File: src/rtl/fb_read_arbiter_pkg.sv
// Shared constants and types for the frame-buffer read arbiter.
package fb_read_arbiter_pkg;

    localparam int FB_ADDR_W          = 16;
    localparam int FB_DATA_W          = 3;
    localparam int DEFAULT_MEM_LAT    = 1;
    localparam int DEFAULT_STARVE_MAX = 8;

    // Owner tag carried down the return pipe alongside each read.
    localparam logic OWNER_V = 1'b0;
    localparam logic OWNER_D = 1'b1;

    typedef enum logic {
        ARB_NORMAL  = 1'b0,
        ARB_FORCE_D = 1'b1
    } arb_state_e;

    typedef struct packed {
        logic valid;
        logic owner;
    } ret_tag_t;

endpackage

File: src/rtl/fb_read_arbiter_rd_return_pipe.sv
// Delays the {valid, owner} tag of each issued read by MEM_LAT cycles and
// steers the memory read data back to whichever port issued that read.
module rd_return_pipe
    import fb_read_arbiter_pkg::*;
#(
    parameter int MEM_LAT = DEFAULT_MEM_LAT,
    parameter int DATA_W  = FB_DATA_W
) (
    input  logic              clk,
    input  logic              clr,
    input  logic              issue_valid,
    input  logic              issue_owner,
    input  logic [DATA_W-1:0] mem_dout,
    output logic              vga_rvalid,
    output logic [DATA_W-1:0] vga_rdata,
    output logic              dmp_rvalid,
    output logic [DATA_W-1:0] dmp_rdata
);

    ret_tag_t [MEM_LAT-1:0] tag_q;
    ret_tag_t [MEM_LAT-1:0] tag_d;
    ret_tag_t               tag_out;
    logic [DATA_W-1:0]      vga_rdata_q;
    logic [DATA_W-1:0]      vga_rdata_d;
    logic [DATA_W-1:0]      dmp_rdata_q;
    logic [DATA_W-1:0]      dmp_rdata_d;

    // Shift the tag line by one stage; stage 0 captures this cycle's issue.
    always_comb begin
        tag_d          = tag_q;
        tag_d[0].valid = issue_valid;
        tag_d[0].owner = issue_owner;
        for (int i = 1; i < MEM_LAT; i++) begin
            tag_d[i] = tag_q[i-1];
        end
    end

    // The last stage lines up with mem_dout; a clearing cycle suppresses it so
    // reads caught by the reset never surface.
    always_comb begin
        tag_out    = tag_q[MEM_LAT-1];
        vga_rvalid = ~clr & tag_out.valid & (tag_out.owner == OWNER_V);
        dmp_rvalid = ~clr & tag_out.valid & (tag_out.owner == OWNER_D);
    end

    // Each port sees fresh memory data on its return cycle and keeps the last
    // returned pixel otherwise.
    always_comb begin
        vga_rdata_d = vga_rvalid ? mem_dout : vga_rdata_q;
        dmp_rdata_d = dmp_rvalid ? mem_dout : dmp_rdata_q;
    end

    assign vga_rdata = vga_rdata_d;
    assign dmp_rdata = dmp_rdata_d;

    // Tag line and held read data registers.
    always_ff @(posedge clk) begin
        if (clr) begin
            tag_q       <= '0;
            vga_rdata_q <= '0;
            dmp_rdata_q <= '0;
        end else begin
            tag_q       <= tag_d;
            vga_rdata_q <= vga_rdata_d;
            dmp_rdata_q <= dmp_rdata_d;
        end
    end

endmodule

File: src/rtl/fb_read_arbiter.sv
// Arbitrates the frame-buffer read port between VGA scan-out (priority) and
// the frame-dump reader, with a starvation guard that forces a dump slot.
module fb_read_arbiter
    import fb_read_arbiter_pkg::*;
#(
    parameter int ADDR_W     = FB_ADDR_W,
    parameter int DATA_W     = FB_DATA_W,
    parameter int MEM_LAT    = DEFAULT_MEM_LAT,
    parameter int STARVE_MAX = DEFAULT_STARVE_MAX
) (
    input  logic              clk,
    input  logic              clr,
    input  logic              vga_req,
    input  logic [ADDR_W-1:0] vga_addr,
    output logic              vga_gnt,
    output logic              vga_rvalid,
    output logic [DATA_W-1:0] vga_rdata,
    input  logic              dmp_req,
    input  logic [ADDR_W-1:0] dmp_addr,
    output logic              dmp_gnt,
    output logic              dmp_rvalid,
    output logic [DATA_W-1:0] dmp_rdata,
    output logic              mem_en,
    output logic [ADDR_W-1:0] mem_addr,
    input  logic [DATA_W-1:0] mem_dout,
    output logic              starved
);

    localparam logic [7:0] STARVE_LIM = 8'(STARVE_MAX);

    arb_state_e arb_st_q;
    arb_state_e arb_st_d;
    logic [7:0] starve_cnt_q;
    logic [7:0] starve_cnt_d;

    // Grant selection: V has priority normally, D has priority once starved.
    always_comb begin
        vga_gnt = 1'b0;
        dmp_gnt = 1'b0;
        if (!clr) begin
            unique case (arb_st_q)
                ARB_NORMAL: begin
                    vga_gnt = vga_req;
                    dmp_gnt = dmp_req & ~vga_req;
                end
                ARB_FORCE_D: begin
                    dmp_gnt = dmp_req;
                    vga_gnt = vga_req & ~dmp_req;
                end
                default: begin
                    vga_gnt = 1'b0;
                    dmp_gnt = 1'b0;
                end
            endcase
        end
    end

    // Memory request: winner's address, zero when idle.
    always_comb begin
        mem_en   = vga_gnt | dmp_gnt;
        mem_addr = '0;
        if (vga_gnt) begin
            mem_addr = vga_addr;
        end else if (dmp_gnt) begin
            mem_addr = dmp_addr;
        end
    end

    // Count consecutive cycles D waited; any grant or withdrawn request clears it.
    always_comb begin
        starve_cnt_d = starve_cnt_q;
        if (dmp_gnt || !dmp_req) begin
            starve_cnt_d = 8'd0;
        end else if (starve_cnt_q < STARVE_LIM) begin
            starve_cnt_d = starve_cnt_q + 8'd1;
        end
    end

    // Enter FORCE_D when the wait count hits the limit; leave once D is served or gone.
    always_comb begin
        arb_st_d = arb_st_q;
        unique case (arb_st_q)
            ARB_NORMAL: begin
                if (starve_cnt_d == STARVE_LIM) begin
                    arb_st_d = ARB_FORCE_D;
                end
            end
            ARB_FORCE_D: begin
                if (dmp_gnt || !dmp_req) begin
                    arb_st_d = ARB_NORMAL;
                end
            end
            default: arb_st_d = ARB_NORMAL;
        endcase
    end

    assign starved = (arb_st_q == ARB_FORCE_D);

    // Arbiter state and starvation counter registers.
    always_ff @(posedge clk) begin
        if (clr) begin
            arb_st_q     <= ARB_NORMAL;
            starve_cnt_q <= 8'd0;
        end else begin
            arb_st_q     <= arb_st_d;
            starve_cnt_q <= starve_cnt_d;
        end
    end

    rd_return_pipe #(
        .MEM_LAT (MEM_LAT),
        .DATA_W  (DATA_W)
    ) u_ret (
        .clk         (clk),
        .clr         (clr),
        .issue_valid (mem_en),
        .issue_owner (dmp_gnt),
        .mem_dout    (mem_dout),
        .vga_rvalid  (vga_rvalid),
        .vga_rdata   (vga_rdata),
        .dmp_rvalid  (dmp_rvalid),
        .dmp_rdata   (dmp_rdata)
    );

endmodule

File: config.mk
export PLATFORM = sky130hd
export DESIGN_NAME = fb_read_arbiter
export DESIGN_NICKNAME = d
export VERILOG_FILES = /design/src/rtl/fb_read_arbiter_pkg.sv /design/src/rtl/fb_read_arbiter_rd_return_pipe.sv /design/src/rtl/fb_read_arbiter.sv
export SDC_FILE = /design/constraint.sdc
export NUM_CORES = 1
export LEC_CHECK = 0
export BUFFER_PORTS_ARGS = -buffer_cell sky130_fd_sc_hd__buf_2
export CORE_UTILIZATION = 38
export CTS_CLUSTER_DIAMETER = 120
export DETAILED_ROUTE_END_ITERATION = 10
export PLACE_DENSITY = 0.74
export SLEW_MARGIN = 5
export SYNTH_ARGS = -nofsm -noshare
export SYNTH_HDL_FRONTEND = slang
export SYNTH_SLANG_ARGS = --single-unit
File: constraint.sdc
create_clock -name clk -period 1.6 [get_ports clk]
set_input_delay 0.16 -clock clk [delete_from_list [all_inputs] [get_ports clk]]
set_output_delay 0.16 -clock clk [all_outputs]
set_load 0.03 [all_outputs]
======== Word level (Yosys, flattened, before mapping) ========
Cells that the tools add are included.
storage, ports and cells
  flip-flop bits (word level) ............. 17
  ROM bits ................................ 0
  bits in writable memories ............... 0
  latch bits .............................. 0
  memories ................................ 0
  bits of input ports ..................... 39
  output and inout bits ................... 28
  word-level logic and storage cells ...... 35
cells by class
  eq/ne operators ......................... 1
  shifts and indexed selects .............. 0
  mux-type cells .......................... 13
  div/mod/pow operators ................... 0
  bitwise gates (word level) .............. 11
  add/subtract/negate cells ............... 1
  $lt $le $gt $ge ......................... 1
  reductions and logical operators ........ 2
  multiply operators ...................... 0
operators with widths
  cell                   count
  $mux W16               2
  $mux W8                2
  $add A8 B1 Y8 const B  1
  $eq A8 B4 Y1 const B   1
  $lt A8 B4 Y1 const B   1
  $mux W3                2
  $pmux W1 S2            3
  $and A1 B1 Y1          5
  $not A1 Y1             5
  $mux W1                4
  $logic_not A1 Y1       1
  $logic_or A1 B1 Y1     1
  $or A1 B1 Y1           1

======== Logic depth before layout (Yosys ltp) ========
  depth after elaboration ................. 9
  depth in mapped cells ................... 6
  mapped depth without buffers ............ 5

======== Modules after synthesis ========
A second synthesis with hierarchy kept.
unflattened totals
  cells, all modules ...................... 99
  area, all modules ....................... 947.2 sq um
by module, submodules not included
  module           cells each  sequential area each (sq um)  area each (sq um)  instances
  fb_read_arbiter  62          180.2                         573.0              1
  rd_return_pipe   37          160.2                         374.1              1

======== Worst setup path after synthesis ========
OpenSTA, ideal clock, no wires.
  path kind ............................... register -> register
  from .................................... register u_ret.tag_q, in the netlist u_ret.tag_out[1]
  to ...................................... register u_ret.vga_rdata_q[0]
  path slack .............................. -456 ps
  setup time .............................. 114 ps
  arrival ................................. 1,942 ps
  data required time ...................... 1,486 ps
  stages on the path, launching flop included .. 4
  path buffers ............................ 0
  clock period less this slack ............ 2,056 ps
  path through ............................ dfxtp_1 -> nor3b_1 -> mux2_2 -> and2b_1
on the way
  longest elaborated chain between the ends .. 3
ends and longest elaborated chain
  what                         line                                  source
  start, declared              fb_read_arbiter_rd_return_pipe.sv:20  ret_tag_t [MEM_LAT-1:0] tag_q;
  start signal, assigned       fb_read_arbiter_rd_return_pipe.sv:63  tag_q <= tag_d;
  $and A1 B1 Y1 (2 in series)  fb_read_arbiter_rd_return_pipe.sv:42  vga_rvalid = ~clr & tag_out.valid & (tag_out.owner == OWNER_V);
  named net vga_rvalid         fb_read_arbiter.sv:16                 output logic vga_rvalid,
  $mux W3                      fb_read_arbiter_rd_return_pipe.sv:49  vga_rdata_d = vga_rvalid ? mem_dout : vga_rdata_q;
  named net vga_rdata[0]       fb_read_arbiter.sv:17                 output logic [DATA_W-1:0] vga_rdata,
  end signal, assigned         fb_read_arbiter_rd_return_pipe.sv:64  vga_rdata_q <= vga_rdata_d;
  end, declared                fb_read_arbiter_rd_return_pipe.sv:23  logic [DATA_W-1:0] vga_rdata_q;
The timed path passes the listed nets, and every way through them passes these cells.
A chain may end at the register's enable or synchronous reset.

======== Final worst setup path ========
  from .................................... register arb_st_q (netlist: starved)
  to ...................................... output port mem_addr[5]
on the way
  longest elaborated chain between the ends .. 5
  elaborated cells on any way between the ends .. 7
  classes of those cells .................. mux: 6; bitwise: 1
ends and longest elaborated chain
  what                    line                    source
  start, declared         fb_read_arbiter.sv:31   arb_state_e arb_st_q;
  start signal, assigned  fb_read_arbiter.sv:105  arb_st_q <= arb_st_d;
  $not A1 Y1              fb_read_arbiter.sv:41   unique case (arb_st_q)
  $pmux W1 S2             fb_read_arbiter.sv:41
  $mux W1                 fb_read_arbiter.sv:40   if (!clr) begin
  $mux W16                fb_read_arbiter.sv:64   end else if (dmp_gnt) begin
  $mux W16 (*)            fb_read_arbiter.sv:62   if (vga_gnt) begin
  end, declared           fb_read_arbiter.sv:24   output logic [ADDR_W-1:0] mem_addr,
Every way passes the cells marked *; elsewhere a longest branch is shown, timed or not.

==> reports/results.txt <==
Detail Route Antenna Nets -> 0
Clock latency on the worst-skew pair -> 290 ps
RD Place Congestion -> 0.8258
Initial antenna violation count -> 0
Share of cells above drive strength 1 -> 63.75%
DRC -> 0
Overall Power -> 0.0009721 W
Slew @ Worst Pin -> 388.1 ps
TritonCTS clock tree -> yes
Critical Path AT -> 1450 ps
Antenna diodes -> 0
Synth warn -> 0
Final Cell Area -> 0.001488 mm^2
Post-synthesis cell type count -> 30
WL/cell -> 14.28 um
Via count of the first global-routing pass -> 898
Die footprint -> 0.002477 mm^2
Peak VDD IR -> 388.7 uV
Met3 routed WL -> 159 um
Overflow after GRT -> 0
R2R depth -> 4
First-pass GRT wire length -> 3.822 mm
Worst setup margin -> -7.060 ps
CP max FO -> 5
R2R Path End -> starved
Synthesized area -> 867.1 um^2
Worst EP required -> 1440 ps
Status -> complete, but fails checks
Core footprint -> 0.002062 mm^2
Mean Syn Cell Area -> 9.853 um^2
Setup TNS -> -7.060 ps
Worst R2R Start -> starve_cnt_q[4]
CTS Buf Count -> 3
DP HPWL -> 1.799 mm
Port buffer count -> 66
Final Max Slew Viols -> 0
Final design utilization -> 72.15%
Setup-failing EPs final -> 1
Critical Path Source Type -> register
Net count, final -> 201
# rows -> 16
Die Y -> 49.77 um
Worst reg2reg setup slack -> 80 ps
Seq cells post-synth -> 17
Root Buffer -> clkbuf_4
Final hold viol count -> 0
Highest metal used -> met4
DR iter-0 viols -> 17
Failing checks -> negative setup slack
Critical path class -> register to primary output
Synth-to-Final Area Change -> 71.57%
Routed WL -> 2.671 mm
Hold WC Path Type -> input pin to register
Wire length on met2 -> 1.431 mm
Htree depth -> 1
Die width -> 49.77 um
Starting Density -> 42.05%
1st-pass router iterations -> 4
GRT Total Usage -> 20.80%
CTS Sinks -> 17
Power Density -> 653.5 mW/mm^2
Net Count, Synth -> 128
Sequential area share after synthesis -> 39.25%
Skew final -> 2.995 ps
Crit end category -> primary output
CP Launch Point -> starved
Via count -> 960
Vias per inst -> 5.134
Max Fclk -> 622.3 MHz
Num ports -> 67
Largest net degree at the start of global routing -> 20
Period utilization -> 100.4%
DP Area -> 0.001255 mm^2
Final period demand of the worst path -> 1607 ps
Worst Setup EP -> mem_addr[5]
Hold buffer count at CTS -> 0
Slew HR -> 73.89%
Reg clk slew, reported paths -> 100 ps
RSZ-0062 raised after global routing -> true
Leakage -> 0.7593 nW
Post-Synthesis Cells -> 88
Longest Clk Path Bufs -> 2
Number of max-cap violations -> 0
Met1 Wirelength -> 1.036 mm
[worst max-delay path: stages, from the launching register on]
cell,delay [ps]
dfxtp_2,340
inv_2,50
a21oi_2,150
and2_4,190
buf_6,110
a22o_1,170
buf_6,140
[cell type report]
class	count	area [um^2]
Clock buffer	4	26.28
Fill cell	148	574.3
Inverter	3	11.26
Multi-Input combinational cell	65	564.3
Sequential cell	17	344.1
Tap cell	27	33.78
Timing Repair Buffer	71	508.0
[report_power, final]
| group | switching (W) | total (W) | internal (W) |
|---|---|---|---|
| clock network | 0.000129 | 0.000226 | 0.0000969 |
| logic | 0.000156 | 0.000309 | 0.000153 |
| registers | 0.00000508 | 0.000437 | 0.000432 |
[cells in the mapped netlist, drive strengths merged]
cell type,n,area [um^2]
a41oi,1,8.760
or4,1,11.26
a21boi,2,18.77
nor3b,3,27.52
and2b,6,45.04
a21oi,3,15.01
nor2,4,15.01
a31oi,1,6.260
and2,6,38.79
o21ai,1,5.000
and3,1,6.260
o21a,1,7.510
nand3b,1,7.510
nor4,1,6.260
mux2,6,67.56
nor3,2,10.01
dfxtp,17,340.3
nand2,1,3.750
inv,3,11.26
o31a,1,8.760
nor2b,2,12.51
xnor2,1,8.760
ha,1,12.51
nand3,1,5.000
buf,3,15.01
a22o,16,140.1
or2,2,12.51
[state kept, by name, summed over array words and instances, names as in the netlist]
signal,flops
starved,1
u_ret.vga_rdata_q,3
u_ret.tag_out,2
u_ret.dmp_rdata_q,3
starve_cnt_q,8
[how the worst min path moves through the flow]
| stage | cells past startpoint | endpoint | start |
|---|---|---|---|
| final | 2 | u_ret.tag_out[0] | dmp_req |
| after global routing | 2 | u_ret.tag_out[0] | dmp_req |
| after CTS | 2 | u_ret.tag_out[0] | dmp_req |
| after detailed placement | 2 | u_ret.tag_out[0] | dmp_req |
| after global placement | 2 | u_ret.tag_out[0] | dmp_req |
| after floorplan | 1 | u_ret.tag_out[0] | dmp_req |
[layout by cell type (no fill, tap or decap), types with 2 or more instances in the layout]
| master | instances |
|---|---|
| buf_2 | 46 |
| buf_6 | 22 |
| dfxtp_1 | 14 |
| a22o_2 | 7 |
| a22o_1 | 7 |
| and2b_1 | 6 |
| and2_1 | 4 |
| nor2_1 | 4 |
| mux2_4 | 3 |
| mux2_2 | 3 |
| clkbuf_4 | 3 |
| dfxtp_2 | 3 |
| nor3b_4 | 2 |
| inv_1 | 2 |
| nor2b_1 | 2 |
| a22o_4 | 2 |
| a21oi_1 | 2 |
| nor3_1 | 2 |
| buf_4 | 2 |
[through the flow]
step,hold WS (ps),setup slack [ps],instances
2_1_floorplan,281.7,-6.591,88
3_3_place_gp,454.9,139.5,180
3_5_place_dp,456.8,85.97,180
4_1_cts,154.7,-4.940,186
5_1_grt,179.2,-62.41,187
6_report,169.8,-7.060,187
[cell families after synthesis]
family,share of synthesized area [%]
AO/OA/AOI/OAI,24.24
adder cells (fa/ha/maj),1.443
multiplexers,7.792
XOR/XNOR,1.010
AND/OR/NAND/NOR,23.23
flip-flops,39.25
buffers and inverters,3.030
[what timing repair did]
item,4_1_cts,5_1_grt
resized for setup,39,19
cloned,1,1
endpoints found under the setup margin,21,21
pin swaps,2,7
buffers inserted,1,0
[layer usage]
metal  global-route usage [%]  vias to the layer above
met5                        0                        -
met4                    8.571                        0
met3                    4.630                        4
met2                    37.61                       46
met1                    23.11                      438
li1                         -                      472
Power figures use the tool's default switching activity.
